File: src/rtl/petris_input_pkg.sv
// Shared definitions for the Petris button-input path: button indices and the
// per-button auto-shift state encoding.
package petris_input_pkg;

   localparam int unsigned BTN_RIGHT  = 0;
   localparam int unsigned BTN_LEFT   = 1;
   localparam int unsigned BTN_ROTATE = 2;
   localparam int unsigned BTN_DROP   = 3;

   typedef enum logic [1:0] {
      IDLE,
      DELAY,
      REPEAT
   } das_state_t;

endpackage

File: src/rtl/input_debouncer.sv
// Two-flop synchroniser followed by a counter debounce for a single button.
module input_debouncer #(
   parameter int unsigned DEBOUNCE_CYCLES = 250000
) (
   input  logic clock,
   input  logic reset_n,
   input  logic button_raw,
   output logic stable
);

   localparam int unsigned CW = (DEBOUNCE_CYCLES > 1) ? $clog2(DEBOUNCE_CYCLES) : 1;

   logic          sync1_q;
   logic          sync2_q;
   logic          stable_q;
   logic [CW-1:0] count_q;

   always_ff @(posedge clock or negedge reset_n) begin
      if (!reset_n) begin
         sync1_q  <= 1'b0;
         sync2_q  <= 1'b0;
         stable_q <= 1'b0;
         count_q  <= '0;
      end else begin
         sync1_q <= button_raw;
         sync2_q <= sync1_q;
         if (sync2_q != stable_q) begin
            // Accept the new level on the DEBOUNCE_CYCLES-th consecutive mismatch.
            if (count_q == CW'(DEBOUNCE_CYCLES - 1)) begin
               stable_q <= sync2_q;
               count_q  <= '0;
            end else begin
               count_q <= count_q + CW'(1);
            end
         end else begin
            count_q <= '0;
         end
      end
   end

   assign stable = stable_q;

endmodule

File: src/rtl/action_conditioner.sv
// Turns raw buttons into frame-aligned one-frame action pulses, with delayed
// auto-shift / auto-repeat on the buttons selected by REPEAT_MASK.
module action_conditioner
   import petris_input_pkg::*;
#(
   parameter int unsigned N_BUTTONS       = 4,
   parameter int unsigned DEBOUNCE_CYCLES = 250000,
   parameter int unsigned DAS_FRAMES      = 10,
   parameter int unsigned ARR_FRAMES      = 3,
   parameter logic [N_BUTTONS-1:0] REPEAT_MASK = N_BUTTONS'(4'b0011)
) (
   input  logic                 clock,
   input  logic                 reset_n,
   input  logic [N_BUTTONS-1:0] buttons_raw,
   input  logic                 vsync,
   output logic [N_BUTTONS-1:0] actions,
   output logic                 frame_tick
);

   localparam int unsigned MAX_FRAMES = (DAS_FRAMES > ARR_FRAMES) ? DAS_FRAMES : ARR_FRAMES;
   localparam int unsigned FW = $clog2(MAX_FRAMES + 1);

   logic [N_BUTTONS-1:0] stable;
   logic [N_BUTTONS-1:0] set_now;
   logic [N_BUTTONS-1:0] pending_q;
   logic [N_BUTTONS-1:0] actions_q;
   logic                 vsync_q;
   logic                 frame_tick_q;
   das_state_t           state_q [N_BUTTONS];
   logic [FW-1:0]        count_q [N_BUTTONS];

   for (genvar g = 0; g < N_BUTTONS; g++) begin : g_btn
      input_debouncer #(
         .DEBOUNCE_CYCLES(DEBOUNCE_CYCLES)
      ) u_debouncer (
         .clock     (clock),
         .reset_n   (reset_n),
         .button_raw(buttons_raw[g]),
         .stable    (stable[g])
      );
   end

   // DELAY only counts once the initial press has been presented, so the
   // first repeat lands DAS_FRAMES frames after the press frame.
   always_comb begin
      set_now = '0;
      for (int i = 0; i < N_BUTTONS; i++) begin
         case (state_q[i])
            IDLE:    set_now[i] = stable[i];
            DELAY:   set_now[i] = stable[i] && frame_tick_q && !pending_q[i] && REPEAT_MASK[i] &&
                                  (count_q[i] == FW'(DAS_FRAMES - 1));
            REPEAT:  set_now[i] = stable[i] && frame_tick_q &&
                                  (count_q[i] == FW'(ARR_FRAMES - 1));
            default: set_now[i] = 1'b0;
         endcase
      end
   end

   always_ff @(posedge clock or negedge reset_n) begin
      if (!reset_n) begin
         vsync_q      <= 1'b0;
         frame_tick_q <= 1'b0;
         pending_q    <= '0;
         actions_q    <= '0;
         for (int i = 0; i < N_BUTTONS; i++) begin
            state_q[i] <= IDLE;
            count_q[i] <= '0;
         end
      end else begin
         vsync_q      <= vsync;
         frame_tick_q <= vsync & ~vsync_q;
         if (frame_tick_q) begin
            actions_q <= pending_q | set_now;
            pending_q <= '0;
         end else begin
            pending_q <= pending_q | set_now;
         end
         for (int i = 0; i < N_BUTTONS; i++) begin
            case (state_q[i])
               IDLE: begin
                  // IDLE is only entered with the button released, so a high level is a press.
                  if (stable[i]) begin
                     count_q[i] <= '0;
                     state_q[i] <= DELAY;
                  end
               end
               DELAY: begin
                  if (!stable[i]) begin
                     state_q[i] <= IDLE;
                  end else if (frame_tick_q && !pending_q[i] &&
                               count_q[i] != FW'(DAS_FRAMES)) begin
                     if (REPEAT_MASK[i] && count_q[i] == FW'(DAS_FRAMES - 1)) begin
                        count_q[i] <= '0;
                        state_q[i] <= REPEAT;
                     end else begin
                        count_q[i] <= count_q[i] + FW'(1);
                     end
                  end
               end
               REPEAT: begin
                  if (!stable[i]) begin
                     state_q[i] <= IDLE;
                  end else if (frame_tick_q) begin
                     if (count_q[i] == FW'(ARR_FRAMES - 1)) begin
                        count_q[i] <= '0;
                     end else begin
                        count_q[i] <= count_q[i] + FW'(1);
                     end
                  end
               end
               default: state_q[i] <= IDLE;
            endcase
         end
      end
   end

   assign actions    = actions_q;
   assign frame_tick = frame_tick_q;

endmodule

File: config.mk
export PLATFORM = sky130hd
export DESIGN_NAME = action_conditioner
export DESIGN_NICKNAME = d
export VERILOG_FILES = /design/src/rtl/petris_input_pkg.sv /design/src/rtl/input_debouncer.sv /design/src/rtl/action_conditioner.sv
export SDC_FILE = /design/constraint.sdc
export NUM_CORES = 1
export LEC_CHECK = 0
export BUFFER_PORTS_ARGS = -buffer_cell sky130_fd_sc_hd__buf_2
export CAP_MARGIN = 20
export CORE_MARGIN = 4
export CORE_UTILIZATION = 45
export CTS_BUF_LIST = sky130_fd_sc_hd__clkbuf_2
export CTS_CLUSTER_DIAMETER = 50
export DETAILED_ROUTE_END_ITERATION = 6
export PLACE_DENSITY = 0.59
export SYNTH_ARGS = -nofsm -noshare
export SYNTH_HDL_FRONTEND = slang
export SYNTH_SLANG_ARGS = --single-unit
File: constraint.sdc
create_clock -name clock -period 5 [get_ports clock]
set_clock_uncertainty 0.1 [all_clocks]
set_input_delay 0.25 -clock clock [delete_from_list [all_inputs] [get_ports clock]]
set_output_delay 0.25 -clock clock [all_outputs]
set_load 0.01 [all_outputs]
Word-level counts from Yosys, hierarchy flattened
Index checks and enable logic that the tools add are counted.

Word-level logic and storage cells: 200. Register bits after elaboration: 118. Input bits: 7. Output and inout bits: 5.

Add/subtract/negate cells: 8. Equality and inequality tests: 54. Bitwise operators: 3. Multiplexer cells: 61. Reduce and logical (&&, ||, !) cells: 46.

Operators by type and width (number): 2-to-1 mux 18 bit (8); 2-to-1 mux 4 bit (27); adder 18 x 1 -> 18 bit (second input constant) (4); == test 18 bit (second input constant) (4); case mux 4 bit (3 select lines) (4); 2-to-1 mux 2 bit (14); != test 2 x 1 -> 1 bit (second input constant) (12); != test 2 bit (second input constant) (12); AND reduction 6 bit (4); logical AND 1 bit (20); adder 4 x 1 -> 4 bit (second input constant) (4); == test 4 x 2 -> 1 bit (second input constant) (4); != test 4 bit (second input constant) (4); != test 3 bit (second input constant) (4); case mux 2 bit (3 select lines) (2); AND reduction 2 bit (6); nonzero test 3 bit (4); == test 2 x 1 -> 1 bit (second input constant) (4); == test 2 bit (second input constant) (4); == test 4 bit (second input constant) (2); logical NOT 2 bit (4); case mux 2 bit (2 select lines) (2); AND reduction 4 bit (2); case mux 1 bit (3 select lines) (2); other kinds (7) (15).

Logic depth before layout (Yosys ltp)
Gate-level depths: netlist of run 1.

Word-level depth: 6. Gate-level depth with buffers: 7. Depth with buffers taken out: 7.

By module
From an unflattened synthesis of run 1, not the netlist that was laid out.

Cell total of the unflattened synthesis: 552. Area, all modules: 5632.9 µm².

By module, submodules not included: input_debouncer at g_btn[0].u_debouncer ... (seq. area each 525.5 µm², area each 1029.7 µm², cells an instance 99, instances 3); action_conditioner (seq. area each 600.6 µm², area each 1516.5 µm², cells an instance 156, instances 1); input_debouncer at g_btn[3].u_debouncer (seq. area each 525.5 µm², area each 1027.2 µm², cells an instance 99, instances 1).

Worst setup path before layout of run 1
OpenSTA, ideal clock, no wires.

Kind: register -> register. Start: register state_q[6] (netlist bit). End: register count_q[15] (netlist bit). Library setup time: 0.080 ns. Path buffers: 0. Clock period less this slack: 1.942 ns. Data arrival time: 1.762 ns. Path slack: 3.058 ns. Required time: 4.820 ns. Cell stages (with the launch flop): 8. Cell sequence: dfrtp_1 inv_1 ha_1 nor2_1 a21oi_1 a211o_1 or4_4 o211ai_2.

Longest elaborated chain between the ends: 3. Elaborated cells on any way between the ends: 11. Classes of those cells: eq/ne (7); mux (1); reduce/logical (3).

RTL lines: start: declaration (RTL line action_conditioner.sv:29) `das_state_t state_q [N_BUTTONS];`; start signal: indexed assignment (RTL line action_conditioner.sv:66) `state_q[i] <= IDLE;`; start signal: indexed assignment (RTL line action_conditioner.sv:84) `state_q[i] <= DELAY;`; start signal: indexed assignment (RTL line action_conditioner.sv:89) `state_q[i] <= IDLE;`; == test 2 x 1 -> 1 bit (tied with other cells) (RTL line action_conditioner.sv:79) `case (state_q[i])`; != test 2 x 1 -> 1 bit (no source line) (tied with other cells); AND reduction 6 bit (no source line); end signal: indexed assignment (RTL line action_conditioner.sv:96) `count_q[i] <= count_q[i] + FW'(1);`; end signal: indexed assignment (RTL line action_conditioner.sv:107) `count_q[i] <= count_q[i] + FW'(1);`; end: declaration (RTL line action_conditioner.sv:30) `logic [FW-1:0] count_q [N_BUTTONS];`.

Parallel ways exist; a longest one is shown, timed or not. A chain may end at the register's enable or synchronous reset.

Final worst setup path of run 1
Start: register frame_tick_q (netlist: frame_tick). End: register count_q[15] (netlist bit).

Longest elaborated chain between the ends: 4. Elaborated cells on any way between the ends: 5. Classes of those cells: eq/ne (2); reduce/logical (3).

RTL lines: start: declaration (RTL line action_conditioner.sv:28) `logic frame_tick_q;`; start signal: assignment (RTL line action_conditioner.sv:71) `frame_tick_q <= vsync & ~vsync_q;`; logical AND 1 bit (2 in a row) (RTL line action_conditioner.sv:90) `end else if (frame_tick_q && !pending_q[i] &&`; != test 2 bit (no source line); AND reduction 6 bit (no source line) *.

Mark *: on every way between the ends. The rest lies on a longest branch, timed or not.

==> impl_summary.txt, run 1 <==
----------------------------------------------------
[Run status]
  Status ... complete, no violations

[Floorplan]
  Horiz. Die Dim ... ~120 um
  Row count ... 39
  IO Count ... 12
  Initial standard-cell utilization of the core ... between 40% and 50%
  Total die area ... about 14000 um2
  Core box area ... 11420 um2
  Die height ... 116.2 um

[Global route]
  Sum of overflow across all layers after global routing ... 0
  Wire length of the first global-routing pass ... about 16 mm
  Maximum number of pins on one net before global-route repair ... between 60 and 70
  Global Route Usage Sum ... between 10 and 15%
  Number of antenna violations at the first check in global routing ... 0
  Vias in the first global route ... between 3000 and 4000

[CTS]
  Post-CTS Setup Inserts ... 0
  Root buf cell ... sky130_fd_sc_hd__clkbuf_2
  Number of CTS-inserted buffers ... 9
  Clock tree from TritonCTS ... yes
  H-tree depth ... 3
  TritonCTS Sinks ... 108
  Clock transition at the registers of the reported paths ... 0.27 ns
  Clock Path Buffers ... 2
  Clock latency on the worst-skew pair ... roughly 0.6 ns

[Route]
  Post-detailed-route DRC marker count ... 0
  Number of design-rule violations left by the first detailed-router iteration ... between 200 and 250
  Antenna Violating Nets Remaining ... 0
  Average vias per placed instance ... between 5 and 6
  Routed via count ... approximately 3600
  Count of TritonRoute iterations in the first routing pass ... 4
  Routed wire length per instance ... between 10 and 15 um
  Aggregate routed wire length ... ~8.8 mm

[Worst setup path]
  Cell breakdown of the critical path ... and2b_1 -> o311ai_1 -> a211o_1 -> or4_4 -> o211ai_2
  Category of the critical setup timing path ... register to register
  Required time of the worst setup path ... between 5 and 6 ns
  Sort of element at the start of the critical path ... register
  Arrival time reported for the critical path endpoint ... between 2 and 3 ns
  Worst reg2reg path startpoint ... frame_tick
  Slowest cell delay on critical path ... 0.71 ns
  Slowest cell on the critical path ... sky130_fd_sc_hd__dfrtp_1
  Worst reg2reg setup slack ... roughly 2.8 ns
  Kind of end point of the critical path ... register
  Critical-path maximum fanout ... 18
  First element of the critical path ... frame_tick

[Synthesis]
  Post-Synthesis Cell Area ... ~5300 um2
  Seq/Total Area, Yosys ... around 50%
  Synth warnings ... 0
  Post-synth ARST share ... 100.0%
  Unique masters post-synth ... 49
  Number of flops mapped to enable cells by yosys ... 0
  Post-synthesis net count ... 550
  Cells after synthesis ... between 500 and 600
  Mean Syn Cell Area ... between 9 and 10 um2
  Seq cells post-synth ... around 110
  Most frequently used flop master after synthesis ... sky130_fd_sc_hd__dfrtp_1

[Pwr]
  Leakage power ... 2.456 nW
  Combinational fraction of design power ... between 4 and 5%
  Total internal power ... roughly 1.1 mW
  Clock power frac ... 31.2%
  Net switching component of the power ... 0.3265 mW
  Power Total ... ~1.4 mW
  Sequential cell fraction of total power ... around 65%
  VDD IR max ... approximately 0.00017 V
  PwrDens ... 248.9 nW/um2
  Switching Share ... around a quarter

[Placement]
  Total half-perimeter wirelength after legalization and detailed placement ... between 5 and 6 mm
  I/O Buffers ... 11
  Post-Place Setup Slack ... about 2.8 ns
  Final estimated routing congestion in global placement ... about 0.80

[Finish]
  Share of layout cells above drive strength 1 ... between 6 and 7%
  Net count, final ... 564
  Post-route core utilization ... between 40% and 50%
  Most common cell after layout, fill and taps aside ... sky130_fd_sc_hd__dfrtp_1
  Number of antenna repair diodes ... 0
  Synthesis-to-finish area growth ... 6.673%
  Highest-count cells in the layout ignoring fill and taps ... sky130_fd_sc_hd__dfrtp_1 (108), sky130_fd_sc_hd__nor2_1 (102), sky130_fd_sc_hd__nand2_1 (36), sky130_fd_sc_hd__xor2_1 (35), sky130_fd_sc_hd__xnor2_1 (34)

[STA]
  RSZ-0062 raised after global routing ... false
  Final-layout worst hold slack ... roughly 0.048 ns
  Highest clock frequency the design can meet ... 458.0 MHz
  Final clock period utilization by the worst path ... 43.67%
  Total setup violations reported at the end of the flow ... 0
  Pin slew with the least headroom to its limit ... a little under 0.8 ns
  Final Hold Vio Count ... 0
  Final min period ... approximately 2.2 ns
  Worst-case headroom to the max-slew limit ... around half
  Total negative slack ... 0 ns
  Final WS setup ... around 2.8 ns
  Number of slew-limit violations in the final report ... 0

[Flow run]
  Reported max-cap violation count ... 0

[Hold path]
  Path category of the worst min-delay check ... input pin to async pin

----------------------------------------------------
==> worst max-delay path, delay by kind of cell, from the launching register on <==
family          cells  cell delay, ns
compound gates      3            0.60
simple gates        2            0.76
flops               1            0.71
==> timing repair <==
action / in CTS / in global routing
resized for setup: 0 / 0
hold buffers: 6 / 0
setup endpoints to repair: 0 / 0
endpoints found under the hold margin: 52 / 0
==> power by group through the flow <==
stage / sequential, mW / combinational [mW] / clock [mW]
finish: 0.904 / 0.0588 / 0.437
global route: 0.907 / 0.0706 / 0.491
CTS: 0.904 / 0.0618 / 0.461
detailed placement: 0.918 / 0.0577 / 0
global placement: 0.918 / 0.0566 / 0
floorplan: 0.917 / 0.0295 / 0
==> kinds of logic after synthesis <==
logic type               Yosys count  synth area share [%]
AO/OA/AOI/OAI                     42                 5.343
multiplexers                       6                 1.259
adder cells (fa/ha/maj)           16                 3.800
buffers and inverters             34                 2.897
XOR/XNOR                          69                 11.47
AND/OR/NAND/NOR                  252                 23.94
flip-flops                       108                 51.29
==> path summary, 6_finish.rpt <==
path,cells after the start,end
max in group asynchronous,3,g_btn[3].u_debouncer.count_q[7]
min in group clock,2,g_btn[2].u_debouncer.sync1_q
min,2,count_q[10]
min reg2reg,0,g_btn[3].u_debouncer.sync2_q
max,5,count_q[15]
max reg2reg,5,count_q[15]
==> cell usage after synthesis (all sizes together), types with 2 or more instances <==
library cell | count | share of area (%)
nand4bb | 3 | 0.64
and2 | 5 | 0.59
nand2b | 6 | 0.71
dfrtp | 108 | 51
a21oi | 13 | 1.2
a2bb2oi | 2 | 0.33
mux2 | 5 | 1.1
nand2 | 36 | 2.6
and4 | 3 | 0.50
o41ai | 2 | 0.33
a21o | 3 | 0.43
nand3 | 30 | 2.8
nor3 | 11 | 1.0
nor2 | 102 | 7.3
a31oi | 3 | 0.36
inv | 19 | 1.4
o21ai | 8 | 0.76
xor2 | 35 | 5.8
nand4 | 13 | 1.7
clkbuf | 3 | 0.21
nor4b | 4 | 0.66
xnor2 | 34 | 5.7
buf | 12 | 1.3
a211o | 4 | 0.66
or2 | 3 | 0.36
nor2b | 3 | 0.36
or3b | 2 | 0.33
and3 | 11 | 1.3
ha | 16 | 3.8
nand4b | 2 | 0.33
nand3b | 3 | 0.43
nor4 | 10 | 1.5
o31a | 3 | 0.50
nor4bb | 2 | 0.38
==> layer usage <==
layer | wire, um | part of all wire, % | track usage [%] | vias to the layer above
met5 | 0 | 0 | 0 | -
met3 | 341 | 3.9 | 5.130 | 6
met2 | 3839 | 44 | 22.32 | 39
met1 | 4499 | 51 | 20.41 | 1738
met4 | 84 | 0.96 | 3.790 | 0
li1 | - | - | - | 1806
==> sequential cells by signal (all words and copies together) (netlist names) <==
signal	flops
actions	4
count_q	8
frame_tick	1
g_btn.u_debouncer.count_q	72
g_btn.u_debouncer.stable	4
g_btn.u_debouncer.sync1_q	4
g_btn.u_debouncer.sync2_q	4
pending_q	4
state_q	6
vsync_q	1
==> metrics by stage <==
step / std cells / area (um2)
2_1_floorplan: 527 / 5269
3_3_place_gp: 667 / 5431
3_5_place_dp: 667 / 5431
4_1_cts: 689 / 5620
5_1_grt: 689 / 5620
6_report: 689 / 5620
==> cell type report <==
| type | count | area [um2] |
|---|---|---|
| clock buffer | 10 | 50.05 |
| multi-input combinational | 385 | 2414 |
| fill | 1077 | 5798 |
| clock inverter | 6 | 78.83 |
| tap | 143 | 178.9 |
| timing repair buffer | 18 | 125.1 |
| sequential | 108 | 2703 |
| inverter | 19 | 71.32 |
Power figures use the tool's default switching activity.
==> run 2, diff against run 1 <==
Settings changed: PLACE_DENSITY 0.59 to 0.61.
Clock period 5 ns to 1.8 ns, I/O delays scaled along.
==> impl_summary.txt, run 2 (synthesis results as in run 1) <==
----------------------------------------------------
[Run status]
  Status ... finished, violations left
  Violations in the final reports ... negative setup slack

[Finish]
  Final Non-Filler Cells ... 769 (+12%)
  Most flops, register ... g_btn.u_debouncer.count_q
  Number of antenna repair diodes ... 0 (unchanged)
  FILL cells ... 974 (-9.6%)
  Most common cell after layout, fill and taps aside ... sky130_fd_sc_hd__dfrtp_1
  Net count, final ... 644 (+14%)
  Share of layout cells above drive strength 1 ... 26.04% (+20 points)
  Number of flip-flops under the largest register name ... 72 (unchanged)
  Synthesis-to-finish area growth ... 26.69%
  Area of all placed cells without fillers ... 6675 um2 (+19%)
  Reg area ... 2709 um2 (+0.23%)
  Multi-input logic area ... 2755 um2 (+14%)
  Highest-count cells in the layout ignoring fill and taps ... sky130_fd_sc_hd__dfrtp_1 (103), sky130_fd_sc_hd__nor2_1 (90), sky130_fd_sc_hd__buf_4 (65), sky130_fd_sc_hd__nand2_1 (36), sky130_fd_sc_hd__xor2_1 (35)
  Largest regs ... g_btn.u_debouncer.count_q (72), count_q (8), state_q (6)

[Pwr]
  Clock power frac ... 27.5% (-3.7 points)
  Leakage power ... 2.981 nW (+21%)
  Power Total ... 3.815 mW (+170%)
  Sequential cell fraction of total power ... 65.7% (+1.1 points)
  Combinational fraction of design power ... 6.8% (+2.6 points)
  PwrDens ... 571.5 nW/um2 (+130%)
  Net switching component of the power ... 1.012 mW (+210%)
  VDD IR max ... 0.0004152 V (+150%)
  Switching Share ... 26.54% (+3.2 points)
  Total internal power ... 2.802 mW (+160%)

[Global route]
  Sum of overflow across all layers after global routing ... 0 (unchanged)
  Global-route met2 utilization ... 25.89% (+3.6 points)
  Maximum number of pins on one net before global-route repair ... 61 (-3.2%)
  Wire length of the first global-routing pass ... 17.22 mm (+7.9%)
  Global Route Usage Sum ... 15.94% (+1.2 points)
  Vias in the first global route ... 3745 (+8.6%)
  Number of antenna violations at the first check in global routing ... 0 (unchanged)
  Busiest metal layer after global routing ... met2
  Met3 capacity usage during global routing ... 4.663% (-0.47 points)
  Routing usage on met1 ... 20.83% (+0.42 points)

[Floorplan]
  Initial standard-cell utilization of the core ... 46.14% (unchanged)
  Row count ... 39 (unchanged)
  IO Count ... 12 (unchanged)
  Total die area ... 13500 um2 (unchanged)
  Horiz. Die Dim ... 116.2 um (unchanged)
  Die height ... 116.2 um (unchanged)
  Core box area ... 11420 um2 (unchanged)

[STA]
  RSZ-0062 raised after global routing ... true
  Final Hold Vio Count ... 0 (unchanged)
  Final min period ... 1.839 ns (-0.3442 ns)
  Total setup violations reported at the end of the flow ... 10 (+10)
  Final clock period utilization by the worst path ... 102.2% (+59 points)
  Pin slew with the least headroom to its limit ... 0.8451 ns (+0.07237 ns)
  Number of slew-limit violations in the final report ... 0 (unchanged)
  Final WS setup ... -0.03923 ns (-2.856 ns)
  Worst-case headroom to the max-slew limit ... 43.48% (-5.0 points)
  Highest clock frequency the design can meet ... 543.7 MHz (+19%)

[Worst setup path]
  Required time of the worst setup path ... 2.26 ns (-3.20 ns)
  Critical-path maximum fanout ... 6 (-12)
  Kind of end point of the critical path ... register
  Sort of element at the start of the critical path ... register
  Category of the critical setup timing path ... register to register
  Arrival time reported for the critical path endpoint ... 2.30 ns (-0.34 ns)

[CTS]
  Clock latency on the worst-skew pair ... 0.62 ns (+0.02 ns)
  H-tree depth ... 3 (unchanged)
  TritonCTS Sinks ... 108 (unchanged)
  Clock transition at the registers of the reported paths ... 0.32 ns (+0.05 ns)
  Clock Path Buffers ... 2 (unchanged)
  Root buf cell ... sky130_fd_sc_hd__clkbuf_2
  Clock tree from TritonCTS ... yes
  Number of CTS-inserted buffers ... 9 (unchanged)

[Route]
  Aggregate routed wire length ... 10.47 mm (+19%)
  Antenna Violating Nets Remaining ... 0 (unchanged)
  Number of design-rule violations left by the first detailed-router iteration ... 193 (-8.1%)
  Count of TritonRoute iterations in the first routing pass ... 5 (+1)
  Post-detailed-route DRC marker count ... 0 (unchanged)
  Routed wire length per instance ... 13.62 um (+7.1%)
  Routed via count ... 3963 (+10%)
  Average vias per placed instance ... 5.153 (-1.1%)

[Flow run]
  Reported max-cap violation count ... 0 (unchanged)

[Placement]
  Total half-perimeter wirelength after legalization and detailed placement ... 6.789 mm (+14%)
  I/O Buffers ... 11 (unchanged)
  Number of placed instances, taps included ... 715 (+7.2%)
  Dpl cell area ... 5844 um2 (+7.6%)
  Final estimated routing congestion in global placement ... 0.8157 (+2.6%)

[Hold path]
  Path category of the worst min-delay check ... input pin to register

----------------------------------------------------
-- run 2: final cells by class --
| type | instances | share of cell area, % |
|---|---|---|
| Clock buffer | 9 | 0.6748 |
| Clock inverter | 7 | 0.8810 |
| Inverter | 19 | 1.068 |
| Multi-Input combinational cell | 385 | 41.27 |
| Sequential cell | 108 | 40.58 |
| Tap cell | 143 | 2.680 |
| Timing Repair Buffer | 98 | 12.84 |
-- run 2: worst max-delay path: stages, from the launching register on --
cell and delay (ns):
sky130_fd_sc_hd__dfrtp_1 0.54, sky130_fd_sc_hd__inv_1 0.12, sky130_fd_sc_hd__o311ai_1 0.14, sky130_fd_sc_hd__a211o_4 0.40, sky130_fd_sc_hd__buf_4 0.16, sky130_fd_sc_hd__o41ai_4 0.32
-- run 2: metrics by stage --
step | worst slack (ns) | util [%] | hold slack, ns | TNS, ns
final | -0.03923 | 58.46 | 0.1548 | -0.1447
after global routing | -0.1420 | 58.46 | 0.08520 | -3.206
after CTS | -0.07721 | 54.91 | 0.09319 | -0.1067
after detailed placement | -0.1585 | 51.18 | -0.1080 | -0.7756
after global placement | -0.05976 | 51.18 | -0.1126 | -0.1396
after floorplan | 0.01174 | - | -0.3056 | 0
-- run 2: path summary, 6_finish.rpt --
path | endpoint | start | slack, ns | cells after the start
max | count_q[14] | count_q[15] | -0.04 | 5
min | frame_tick | vsync | 0.15 | 3
max reg2reg | count_q[14] | count_q[15] | -0.04 | 5
min reg2reg | g_btn[3].u_debouncer.sync2_q | g_btn[3].u_debouncer.sync1_q | 0.26 | 0
max in group asynchronous | pending_q[1] | reset_n | 0.55 | 3
min in group asynchronous | g_btn[2].u_debouncer.count_q[10] | reset_n | 0.51 | 3
-- run 2: repair_timing --
item / 4_1_cts / 5_1_grt
hold buffers: 13 / 0
endpoints found under the hold margin: 114 / 0
gates resized for setup: 20 / 55
buffers inserted: 10 / 12
pin swaps: 2 / 21
gates cloned: 0 / 3
setup endpoints to repair: 56 / 80
-- run 2: routing by layer --
metal | wire [um] | up-vias | part of all wire [%]
met5 | 0 | - | 0
met4 | 131 | 0 | 1.3
met3 | 317 | 11 | 3.0
met2 | 5095 | 37 | 49
met1 | 4927 | 1943 | 47
li1 | - | 1972 | -
-- run 2: power by group through the flow --
stage	sequential (mW)	clock [mW]	combinational [mW]
6_report	2.51	1.05	0.258
4_1_cts	2.51	1.12	0.223
2_1_floorplan	2.55	0	0.0828
5_1_grt	2.51	1.21	0.291
3_3_place_gp	2.54	0	0.195
3_5_place_dp	2.55	0	0.200
==> run 3, diff against run 2 <==
Settings changed: SETUP_SLACK_MARGIN from default to 0.5.
==> impl_summary.txt, run 3 (synthesis results as in run 1) <==
----------------------------------------------------
[Route]
  Aggregate routed wire length ... 11.48 mm (+9.6%)
  Routed via count ... 4179 (+5.5%)
  Count of TritonRoute iterations in the first routing pass ... 4 (-1)
  Routed wire length per instance ... 14.42 um (+5.9%)
  Number of design-rule violations left by the first detailed-router iteration ... 189 (-2.1%)
  Antenna Violating Nets Remaining ... 0 (unchanged)
  Average vias per placed instance ... 5.250 (+1.9%)
  Post-detailed-route DRC marker count ... 0 (unchanged)

[Floorplan]
  Row count ... 39 (unchanged)
  Horiz. Die Dim ... 116.2 um (unchanged)
  Core box area ... 11420 um2 (unchanged)
  Total die area ... 13500 um2 (unchanged)
  IO Count ... 12 (unchanged)
  Die height ... 116.2 um (unchanged)
  Initial standard-cell utilization of the core ... 46.14% (unchanged)

[Finish]
  FILL cells ... 859 (-12%)
  Number of antenna repair diodes ... 0 (unchanged)
  Synthesis-to-finish area growth ... 44.05%
  Share of layout cells above drive strength 1 ... 43.03% (+17 points)
  Net count, final ... 671 (+4.2%)
  Area of all placed cells without fillers ... 7590 um2 (+14%)
  Most common cell after layout, fill and taps aside ... sky130_fd_sc_hd__dfrtp_1
  Highest-count cells in the layout ignoring fill and taps ... sky130_fd_sc_hd__dfrtp_1 (101), sky130_fd_sc_hd__buf_4 (75), sky130_fd_sc_hd__nor2_1 (45), sky130_fd_sc_hd__nor2_4 (36), sky130_fd_sc_hd__nand2_1 (34)
  Most flops, register ... g_btn.u_debouncer.count_q
  Number of flip-flops under the largest register name ... 72 (unchanged)
  Largest regs ... g_btn.u_debouncer.count_q (72), count_q (8), state_q (6)

[Worst setup path]
  Slowest cell delay on critical path ... 0.47 ns (-0.07 ns)
  Critical-path maximum fanout ... 7 (+1)
  Sort of element at the start of the critical path ... register
  Slowest cell on the critical path ... sky130_fd_sc_hd__dfrtp_1
  Kind of end point of the critical path ... register
  Category of the critical setup timing path ... register to register
  Required time of the worst setup path ... 2.27 ns (about the same)
  Arrival time reported for the critical path endpoint ... 2.33 ns (+0.03 ns)
  Cell breakdown of the critical path ... and2b_1 -> o311ai_1 -> a211o_4 -> or4_4 -> o211ai_2

[STA]
  Final clock period utilization by the worst path ... 103.4% (+1.2 points)
  Final WS setup ... -0.06136 ns (-0.02213 ns)
  Final Hold Vio Count ... 0 (unchanged)
  Pin slew with the least headroom to its limit ... 0.4610 ns (-0.3841 ns)
  Total setup violations reported at the end of the flow ... 7 (-3)
  Final min period ... 1.861 ns (+0.02213 ns)
  Worst-case headroom to the max-slew limit ... 69.27% (+26 points)
  Number of slew-limit violations in the final report ... 0 (unchanged)
  Highest clock frequency the design can meet ... 537.2 MHz (-1.2%)
  RSZ-0062 raised after global routing ... true

[Pwr]
  Leakage power ... 3.186 nW (+6.9%)
  Total internal power ... 2.870 mW (+2.4%)
  Combinational fraction of design power ... 9.5% (+2.7 points)
  Net switching component of the power ... 1.071 mW (+5.8%)
  PwrDens ... 519.3 nW/um2 (-9.1%)
  Sequential cell fraction of total power ... 63.7% (-2.0 points)
  Clock power frac ... 26.8% (-0.7 points)
  VDD IR max ... 0.0003277 V (-21%)
  Switching Share ... 27.18% (+0.64 points)
  Power Total ... 3.942 mW (+3.3%)

[CTS]
  Clock latency on the worst-skew pair ... 0.63 ns (about the same)
  Root buf cell ... sky130_fd_sc_hd__clkbuf_2
  TritonCTS Sinks ... 108 (unchanged)
  H-tree depth ... 3 (unchanged)
  Clock transition at the registers of the reported paths ... 0.29 ns (-0.03 ns)
  Number of CTS-inserted buffers ... 9 (unchanged)
  Clock tree from TritonCTS ... yes
  Clock Path Buffers ... 2 (unchanged)

[Global route]
  Vias in the first global route ... 4049 (+8.1%)
  Wire length of the first global-routing pass ... 18.37 mm (+6.7%)
  Maximum number of pins on one net before global-route repair ... 45 (-26%)
  Sum of overflow across all layers after global routing ... 0 (unchanged)
  Global Route Usage Sum ... 16.94% (+1.0 points)
  Number of antenna violations at the first check in global routing ... 0 (unchanged)

[Placement]
  I/O Buffers ... 11 (unchanged)
  Total half-perimeter wirelength after legalization and detailed placement ... 6.548 mm (-3.5%)
  Dpl cell area ... 5881 um2 (+0.62%)
  Final estimated routing congestion in global placement ... 0.8002 (-1.9%)

[Hold path]
  Path category of the worst min-delay check ... input pin to register

[Flow run]
  Reported max-cap violation count ... 0 (unchanged)

[Run status]
  Status ... finished, violations left
  Violations in the final reports ... negative setup slack

----------------------------------------------------
[run 3: final cells by class]
class / count / area, um2 / area share [%]
multi-input cells: 385 / 3349 / 44.13
well taps: 143 / 178.9 / 2.357
repair buffers: 125 / 1170 / 15.41
inverters: 19 / 78.83 / 1.039
clock inverters: 7 / 56.30 / 0.7418
clock buffers: 9 / 45.04 / 0.5935
flip-flops and latches: 108 / 2711 / 35.72
[run 3: worst max-delay path: cells and delay by family (launching register included)]
| family | cells | cell delay, ns |
|---|---|---|
| AND/OR/NAND/NOR | 2 | 0.65 |
| AO/OA/AOI/OAI | 3 | 0.60 |
| flip-flops | 1 | 0.47 |
[run 3: repair_timing]
action | 4_1_cts | 5_1_grt
gates resized for setup | 108 | 103
hold endpoints to repair | 114 | 0
pin swaps | 19 | 29
hold buffers | 12 | 0
cloned | 5 | 2
endpoints found under the setup margin | 95 | 97
buffers inserted | 43 | 20
[run 3: worst paths after layout]
check	start	endpoint	slack [ns]	cells after the start
setup / recovery	pending_q[0]	count_q[15]	-0.06	5
hold / removal	vsync	frame_tick	0.16	3
setup reg to reg	pending_q[0]	count_q[15]	-0.06	5
hold reg to reg	g_btn[0].u_debouncer.sync1_q	g_btn[0].u_debouncer.sync2_q	0.28	0
max in group asynchronous	reset_n	g_btn[3].u_debouncer.count_q[6]	0.64	4
min in group asynchronous	reset_n	g_btn[2].u_debouncer.count_q[8]	0.31	3
[run 3: stage by stage]
| stage | setup TNS [ns] | instances | setup slack (ns) | util (%) | hold WS [ns] |
|---|---|---|---|---|---|
| after floorplan | 0 | 527 | 0.03749 | - | -0.3056 |
| after global placement | 0 | 698 | 0.04346 | 51.50 | -0.03332 |
| after detailed placement | -0.06079 | 698 | -0.04466 | 51.50 | -0.02776 |
| after CTS | -0.09931 | 774 | -0.02918 | 60.59 | 0.1180 |
| after global routing | -2.074 | 796 | -0.1244 | 66.47 | 0.1067 |
| final | -0.1013 | 796 | -0.06136 | 66.47 | 0.1601 |
[run 3: power groups by stage]
stage / logic (mW) / clock network, mW / registers (mW)
3_5_place_dp: 0.199 / 0 / 2.55
5_1_grt: 0.411 / 1.21 / 2.52
2_1_floorplan: 0.0990 / 0 / 2.55
4_1_cts: 0.328 / 1.11 / 2.51
6_report: 0.375 / 1.05 / 2.51
3_3_place_gp: 0.196 / 0 / 2.55
[run 3: layer usage]
metal	track usage (%)	routed length (um)	share of wire (%)
met1	23.07	5363	47
met2	27.00	5597	49
met3	2.746	262	2.3
met4	7.115	257	2.2
met5	0	0	0
